===== src/rtl/alu_ctrl_pkg.sv =====
// Shared definitions for the ALU micro-step sequencer.
// Latency: n/a (types, constants and one helper function only).
// Backpressure: n/a.
package alu_ctrl_pkg;

    localparam logic [2:0] OP_AND  = 3'b000;
    localparam logic [2:0] OP_OR   = 3'b001;
    localparam logic [2:0] OP_XOR  = 3'b010;
    localparam logic [2:0] OP_ADD  = 3'b011;
    localparam logic [2:0] OP_SUB  = 3'b100;
    localparam logic [2:0] OP_MUL  = 3'b101;
    localparam logic [2:0] OP_DIV  = 3'b110;
    localparam logic [2:0] OP_RSVD = 3'b111;

    typedef enum logic [2:0] {
        ST_IDLE,
        ST_LOAD,
        ST_ITER,
        ST_STORE,
        ST_DONE
    } state_t;

    localparam int C_LD_A        = 0;
    localparam int C_LD_B        = 1;
    localparam int C_LD_ACC      = 2;
    localparam int C_BOOTH_ADD   = 3;
    localparam int C_BOOTH_NEG   = 4;
    localparam int C_BOOTH_SHIFT = 5;
    localparam int C_ITER_SHIFT  = 6;
    localparam int C_ST_RES      = 7;
    localparam int C_ST_HI       = 8;
    localparam int C_ST_LO       = 9;
    localparam int C_DIV_INIT0   = 10;
    localparam int C_DIV_INIT1   = 11;
    localparam int C_DIV_SHL     = 12;
    localparam int C_DIV_ADD     = 13;
    localparam int C_DIV_SUB     = 14;
    localparam int C_SUB_INV     = 15;
    localparam int C_LOGIC_SEL   = 16;
    localparam int C_DIV_QSHIFT  = 17;

    // Radix-4 Booth retires two bits per iteration; division retires one.
    function automatic int unsigned iter_count(input logic [2:0] op, input int unsigned width);
        return (op == OP_MUL) ? width / 2 : width;
    endfunction

endpackage


===== src/rtl/phase_counter_mod5.sv =====
// One-hot 5-phase counter, wraps 4 -> 0; clear forces phase 0.
// Latency: phase moves one step per enabled clock.
// Backpressure: none; en stalls the counter, clear wins over en.
module phase_counter_mod5 (
    input  logic       clk,
    input  logic       reset,
    input  logic       en,
    input  logic       clear,
    output logic [4:0] phase
);

    always_ff @(posedge clk) begin
        if (!reset) begin
            phase <= 5'b00001;
        end else if (clear) begin
            phase <= 5'b00001;
        end else if (en) begin
            phase <= {phase[3:0], phase[4]};
        end
    end

endmodule


===== src/rtl/alu_sequencer.sv =====
// Sequences the 5-phase micro-step schedule driving the ALU control vector c.
// Latency: 8 cycles logic/ADD/SUB, 8+5*N for MUL/DIV, 1 cycle on error.
// Backpressure: begin_signal is only accepted in IDLE; requests while busy are dropped.
module alu_sequencer
    import alu_ctrl_pkg::*;
#(
    parameter int WIDTH = 8
) (
    input  logic        clk,
    input  logic        reset,
    input  logic        begin_signal,
    input  logic [2:0]  op,
    input  logic        Q1,
    input  logic        Q0,
    input  logic        R,
    input  logic        A_msb,
    input  logic        divisor_zero,
    output logic [17:0] c,
    output logic        busy,
    output logic        end_signal,
    output logic        error
);

    localparam int CW = $clog2(WIDTH) + 1;

    state_t        state;
    logic [2:0]    op_q;
    logic [CW-1:0] count;
    logic [4:0]    ph;
    logic          last;
    logic          ph_en;
    logic          ph_clear;

    assign last       = (count == CW'(iter_count(op_q, WIDTH) - 1));
    assign busy       = (state != ST_IDLE);
    assign end_signal = (state == ST_DONE);

    // LOAD and ITER both leave at ph4, so the natural wrap lands STORE on ph0.
    assign ph_en    = (state == ST_LOAD) || (state == ST_ITER) || (state == ST_STORE);
    assign ph_clear = (state == ST_IDLE) || (state == ST_DONE) || ((state == ST_STORE) && ph[1]);

    phase_counter_mod5 u_phase (
        .clk   (clk),
        .reset (reset),
        .en    (ph_en),
        .clear (ph_clear),
        .phase (ph)
    );

    always_ff @(posedge clk) begin
        if (!reset) begin
            state <= ST_IDLE;
            op_q  <= OP_AND;
            count <= '0;
            error <= 1'b0;
        end else begin
            case (state)
                ST_IDLE: begin
                    if (begin_signal) begin
                        op_q  <= op;
                        error <= 1'b0;
                        if ((op == OP_RSVD) || ((op == OP_DIV) && divisor_zero)) begin
                            state <= ST_DONE;
                            error <= 1'b1;
                        end else begin
                            state <= ST_LOAD;
                        end
                    end
                end
                ST_LOAD: begin
                    if (ph[4]) begin
                        if (op_q <= OP_SUB) begin
                            state <= ST_STORE;
                        end else begin
                            state <= ST_ITER;
                            count <= '0;
                        end
                    end
                end
                ST_ITER: begin
                    if (ph[4]) begin
                        if (last) state <= ST_STORE;
                        else      count <= count + 1'b1;
                    end
                end
                ST_STORE: begin
                    if (ph[1]) state <= ST_DONE;
                end
                ST_DONE:  state <= ST_IDLE;
                default:  state <= ST_IDLE;
            endcase
        end
    end

    always_comb begin
        c = '0;
        case (state)
            ST_LOAD: begin
                if (ph[0]) c[C_LD_A] = 1'b1;
                if (ph[1]) c[C_LD_B] = 1'b1;
                if (ph[2]) begin
                    if (op_q <= OP_SUB) c[C_LD_ACC]    = 1'b1;
                    if (op_q == OP_SUB) c[C_SUB_INV]   = 1'b1;
                    if (op_q == OP_DIV) c[C_DIV_INIT0] = 1'b1;
                end
                if (ph[3]) begin
                    if (op_q <= OP_XOR) c[C_LOGIC_SEL] = 1'b1;
                    if (op_q == OP_DIV) c[C_DIV_INIT1] = 1'b1;
                end
            end
            ST_ITER: begin
                if (ph[0]) begin
                    if (op_q == OP_MUL) begin
                        c[C_BOOTH_ADD] = Q0 ^ R;
                        c[C_BOOTH_NEG] = Q1 & (Q0 ^ R);
                    end else begin
                        c[C_DIV_SHL] = 1'b1;
                    end
                end
                if (ph[1]) begin
                    if (op_q == OP_MUL) c[C_BOOTH_SHIFT] = 1'b1;
                    else if (A_msb)     c[C_DIV_ADD]     = 1'b1;
                    else                c[C_DIV_SUB]     = 1'b1;
                end
                if (ph[2] && !last)                     c[C_ITER_SHIFT] = 1'b1;
                if (ph[3] && !last && (op_q == OP_DIV)) c[C_DIV_QSHIFT] = 1'b1;
            end
            ST_STORE: begin
                if (ph[0]) c[C_ST_RES] = 1'b1;
                if (ph[1]) begin
                    c[C_ST_HI] = 1'b1;
                    c[C_ST_LO] = 1'b1;
                end
            end
            default: c = '0;
        endcase
    end

endmodule


===== config.mk =====
export PLATFORM = sky130hd
export DESIGN_NAME = alu_sequencer
export DESIGN_NICKNAME = d
export VERILOG_FILES = /design/src/rtl/alu_ctrl_pkg.sv /design/src/rtl/phase_counter_mod5.sv /design/src/rtl/alu_sequencer.sv
export SDC_FILE = /design/constraint.sdc
export NUM_CORES = 1
export LEC_CHECK = 0
export CAP_MARGIN = 20
export CELL_PAD_IN_SITES_DETAIL_PLACEMENT = 1
export CELL_PAD_IN_SITES_GLOBAL_PLACEMENT = 2
export CORE_UTILIZATION = 25
export DETAILED_ROUTE_END_ITERATION = 8
export HOLD_SLACK_MARGIN = 0.03
export PLACE_DENSITY = 0.84
export SLEW_MARGIN = 40
export SYNTH_ARGS = -nofsm -noshare
export SYNTH_HDL_FRONTEND = slang
export SYNTH_SLANG_ARGS = --single-unit

===== constraint.sdc =====
create_clock -name clk -period 1.7 [get_ports clk]
set_input_delay 0.17 -clock clk [delete_from_list [all_inputs] [get_ports clk]]
set_output_delay 0.17 -clock clk [all_outputs]
set_load 0.03 [all_outputs]

==> results.md <==
- Maxcap violations: 0
- WL per Instance: about 15 um
- Synth Register Bits: 16
- Largest net degree at the start of global routing: 13
- Die Ht: between 60 and 70 um
- Clock share of power: 35.9%
- Share of the synthesized area in the top cell type: about a third
- Post-route cell area: 1680 um^2
- CTS tree: yes
- Dpl ws: between 50 and 60 ps
- Cell taking the most area after synthesis: dfxtp_1
- I/O Buffers: 31
- Arrival @ worst endpoint: between 1500 and 2000 ps
- Worst-Skew Late Latency: roughly 250 ps
- Hold slack: just under 500 ps
- Initial antenna violation count: 0
- Layout cells sized above 1: between 40% and 50%
- EDFF count, synth: 0
- Die width: ~65 um
- Largest stage delay, worst path: between 300 and 400 ps
- Most common cell in the netlist: nand2_1
- Top FF cell, synth: dfxtp_1
- Status: finished, violations left
- Sequence of cells on the critical path: buf_6, nor3b_4, buf_6, nand2_4, nor2_4, and2_4, buf_6
- Post-Synth Adder-Cell Area: approximately 1.3%
- Reg2reg start: state[0]
- Net Switching: 0.261 mW
- Post-synth top cells: 17 x nand2_1, 16 x dfxtp_1, 11 x nor2_1
- Post-Syn Area: 990 um^2
- DR vias: roughly 1,100
- RSZ-0062 raised after global routing: true
- Synthesized Nets: 140
- Die area: about 4200 um^2
- Failing checks: setup timing
- Final wirelength: 3.38 mm
- Hold Crit Start: u_phase.phase[3]
- Max-slew violations: 0
- Seq/Total Area, Yosys: 32.4%
- CTS Buffer Depth: 2
- Slowest CP cell: dfxtp_4
- Worst Hold Depth: 2
- Final hold vios: 0
- Cells on worst reg2reg path: 5
- # diodes: 0
- Fin nets: 190
- Largest fanout on the critical path: 4
- Slack of the critical path: -9.81 ps
- Period minus WS final: 1710 ps
- Worst-Margin Slew: 348 ps
- Placed cells: between 200 and 250
- CP delay by family, top: simple AND/OR/NAND/NOR gates
- Setup TNS: -15.9 ps
- PD cells: 566 nW/um^2
- Share of synthesized flip-flops with an asynchronous set or reset: 0%
- Combinational family with the most area after synthesis: simple AND/OR/NAND/NOR gates
- Root Buffer: clkbuf_8
- First-pass detailed-route iteration total: 3
- Final setup vio count: 2
- Final Power: 0.953 mW
- Yosys Warn Count: 0
- Period utilization: 101%
- Worst R2R Setup Slack: roughly 70 ps
- Gr usage total: 17.0%
- Layout area overhead: 70.0%
- Placer congestion estimate: 0.773
- Grt ovf: 0
- Max Fclk: 585 MHz
- Clock transition at path regs: about 70 ps
- IO Count: 32
- Area contributors post-synth: dfxtp_1 32%, nand2_1 6.4%, nand3b_1 4.6%, nor3b_1 4.6%, nor2_1 4.2%
- CP Class: flip-flop to output port
- Worst R2R End: count[3]
- Final Core Density: 45.3%
- Routed Antenna Nets: 0
- Slew margin rel.: 76.8%
- Critical Path Start: state[1]
- Row count: 22
- Crit. End Element: output port
- Mapped Cells: between 100 and 150
- Sw Share: a little over a quarter
- Synth Area in XOR/XNOR: between 1.5 and 2%
- CTS buffer count: 3
- Initial Utilization: between 20% and 30%
- Critical Path RT: ~1500 ps
- Core area: between 3000 and 4000 um^2
- Synth Area in Compound Gates: 13.4%
- Fin cells: around 230
- Int Pwr: 0.692 mW
- Cts hold-fix bufs: 0
- Iteration-0 DRC Markers: 28
- Flop pwr share: between 40% and 50%
- Clk sink count: 16
- Setup Skew: 0.472 ps
- CTS HTree Levels: 1
- Worst Path Buf+Inv: 3
- # DRC: 0
- Logic pwr share: between 20% and 30%
- Leak: roughly 0.66 nW
- VDD IR-drop max: approximately 0.24 mV
- First-pass GRT wire length: around 5.5 mm
- Vias/cell: ~5
- Hold path endpoint: u_phase.phase[4]
- Mux cell area share after synthesis: approximately 5.4%
- Hpwl dp: 2.53 mm
- Vias in the first global route: between 1,000 and 1,500
- Synth Area in Simple Gates: 40.7%
- HP Class: flip-flop to flip-flop
- Worst setup SP type: flip-flop
- DP Area: roughly 1400 um^2
- CP dominant cell by count: buf_6
- Mapped Avg Cell Area: approximately 7.7 um^2
- Distinct cells, synth: 39
[layout make-up]
type                    instances  area, um^2
well taps                      48        60.1
fillers                       449        2030
repair buffers                 50         434
inverters                       7        26.3
multi-input cells             100         778
flip-flops and latches         16         329
clock buffers                   4        55.1
[kinds of logic after synthesis]
family | after synthesis
buffers and inverters | 12
AOI/OAI and AO/OA | 21
xor gates and xnor gates | 2
and+or+nand+nor | 71
adders and majority gates | 1
muxes | 5
DFF | 16
[worst reg2reg max path: cells and delay by family (launching register included)]
kind,cells,cell delay [ps]
flops,1,340
compound gates,2,440
buf+inv,1,150
simple gates,2,640
[layout by cell type, fill, tap and decap left out, types with 2 or more instances in the layout]
cell type and n:
dfxtp_1 11, clkdlybuf4s50_1 11, and2_1 3, buf_4 30
nor3b_4 5, dfxtp_2 4, o21ai_0 7, nand3_1 6
nand3b_1 6, and3_1 3, nor2_1 8, clkbuf_8 4
buf_6 8, nand2b_1 2, a31oi_1 2, a21oi_1 5
nand2_4 2, nor2_2 3, nand2_1 14, inv_1 6
nor3b_1 2, mux2i_1 4, or3_1 2, or2b_1 2
[power groups by stage]
stage                     Sequential, mW  Combinational (mW)  Clock (mW)
after detailed placement           0.412               0.192           0
after CTS                          0.404               0.195       0.350
after global routing               0.408               0.220       0.367
after global placement             0.412               0.185           0
after floorplan                    0.415              0.0959           0
final                              0.407               0.204       0.342
[worst max-delay path by stage]
stage / endpoint / cells past startpoint
after floorplan: c[16] / 3
after global placement: c[6] / 4
after detailed placement: count[3] / 5
after CTS: c[4] / 7
after global routing: c[4] / 7
final: c[4] / 7
[timing repair]
| item | in CTS | in global routing |
|---|---|---|
| gates resized for setup | 19 | 21 |
| pin swaps | 4 | 6 |
| setup endpoints to repair | 9 | 13 |
| setup buffers | 3 | 1 |
[metal layers]
metal | up-vias | part of all wire [%] | global-route usage, %
met5 | - | 0 | 0
met3 | 4 | 3.1 | 2.11
li1 | 547 | - | -
met4 | 0 | 1.3 | 6.67
met1 | 528 | 44 | 20.2
met2 | 24 | 52 | 30.6
[state kept, by name (all words and copies together) (netlist names)]
register / flops
u_phase.phase: 5
error: 1
state: 3
count: 4
op_q: 3
Power figures use the tool's default switching activity.
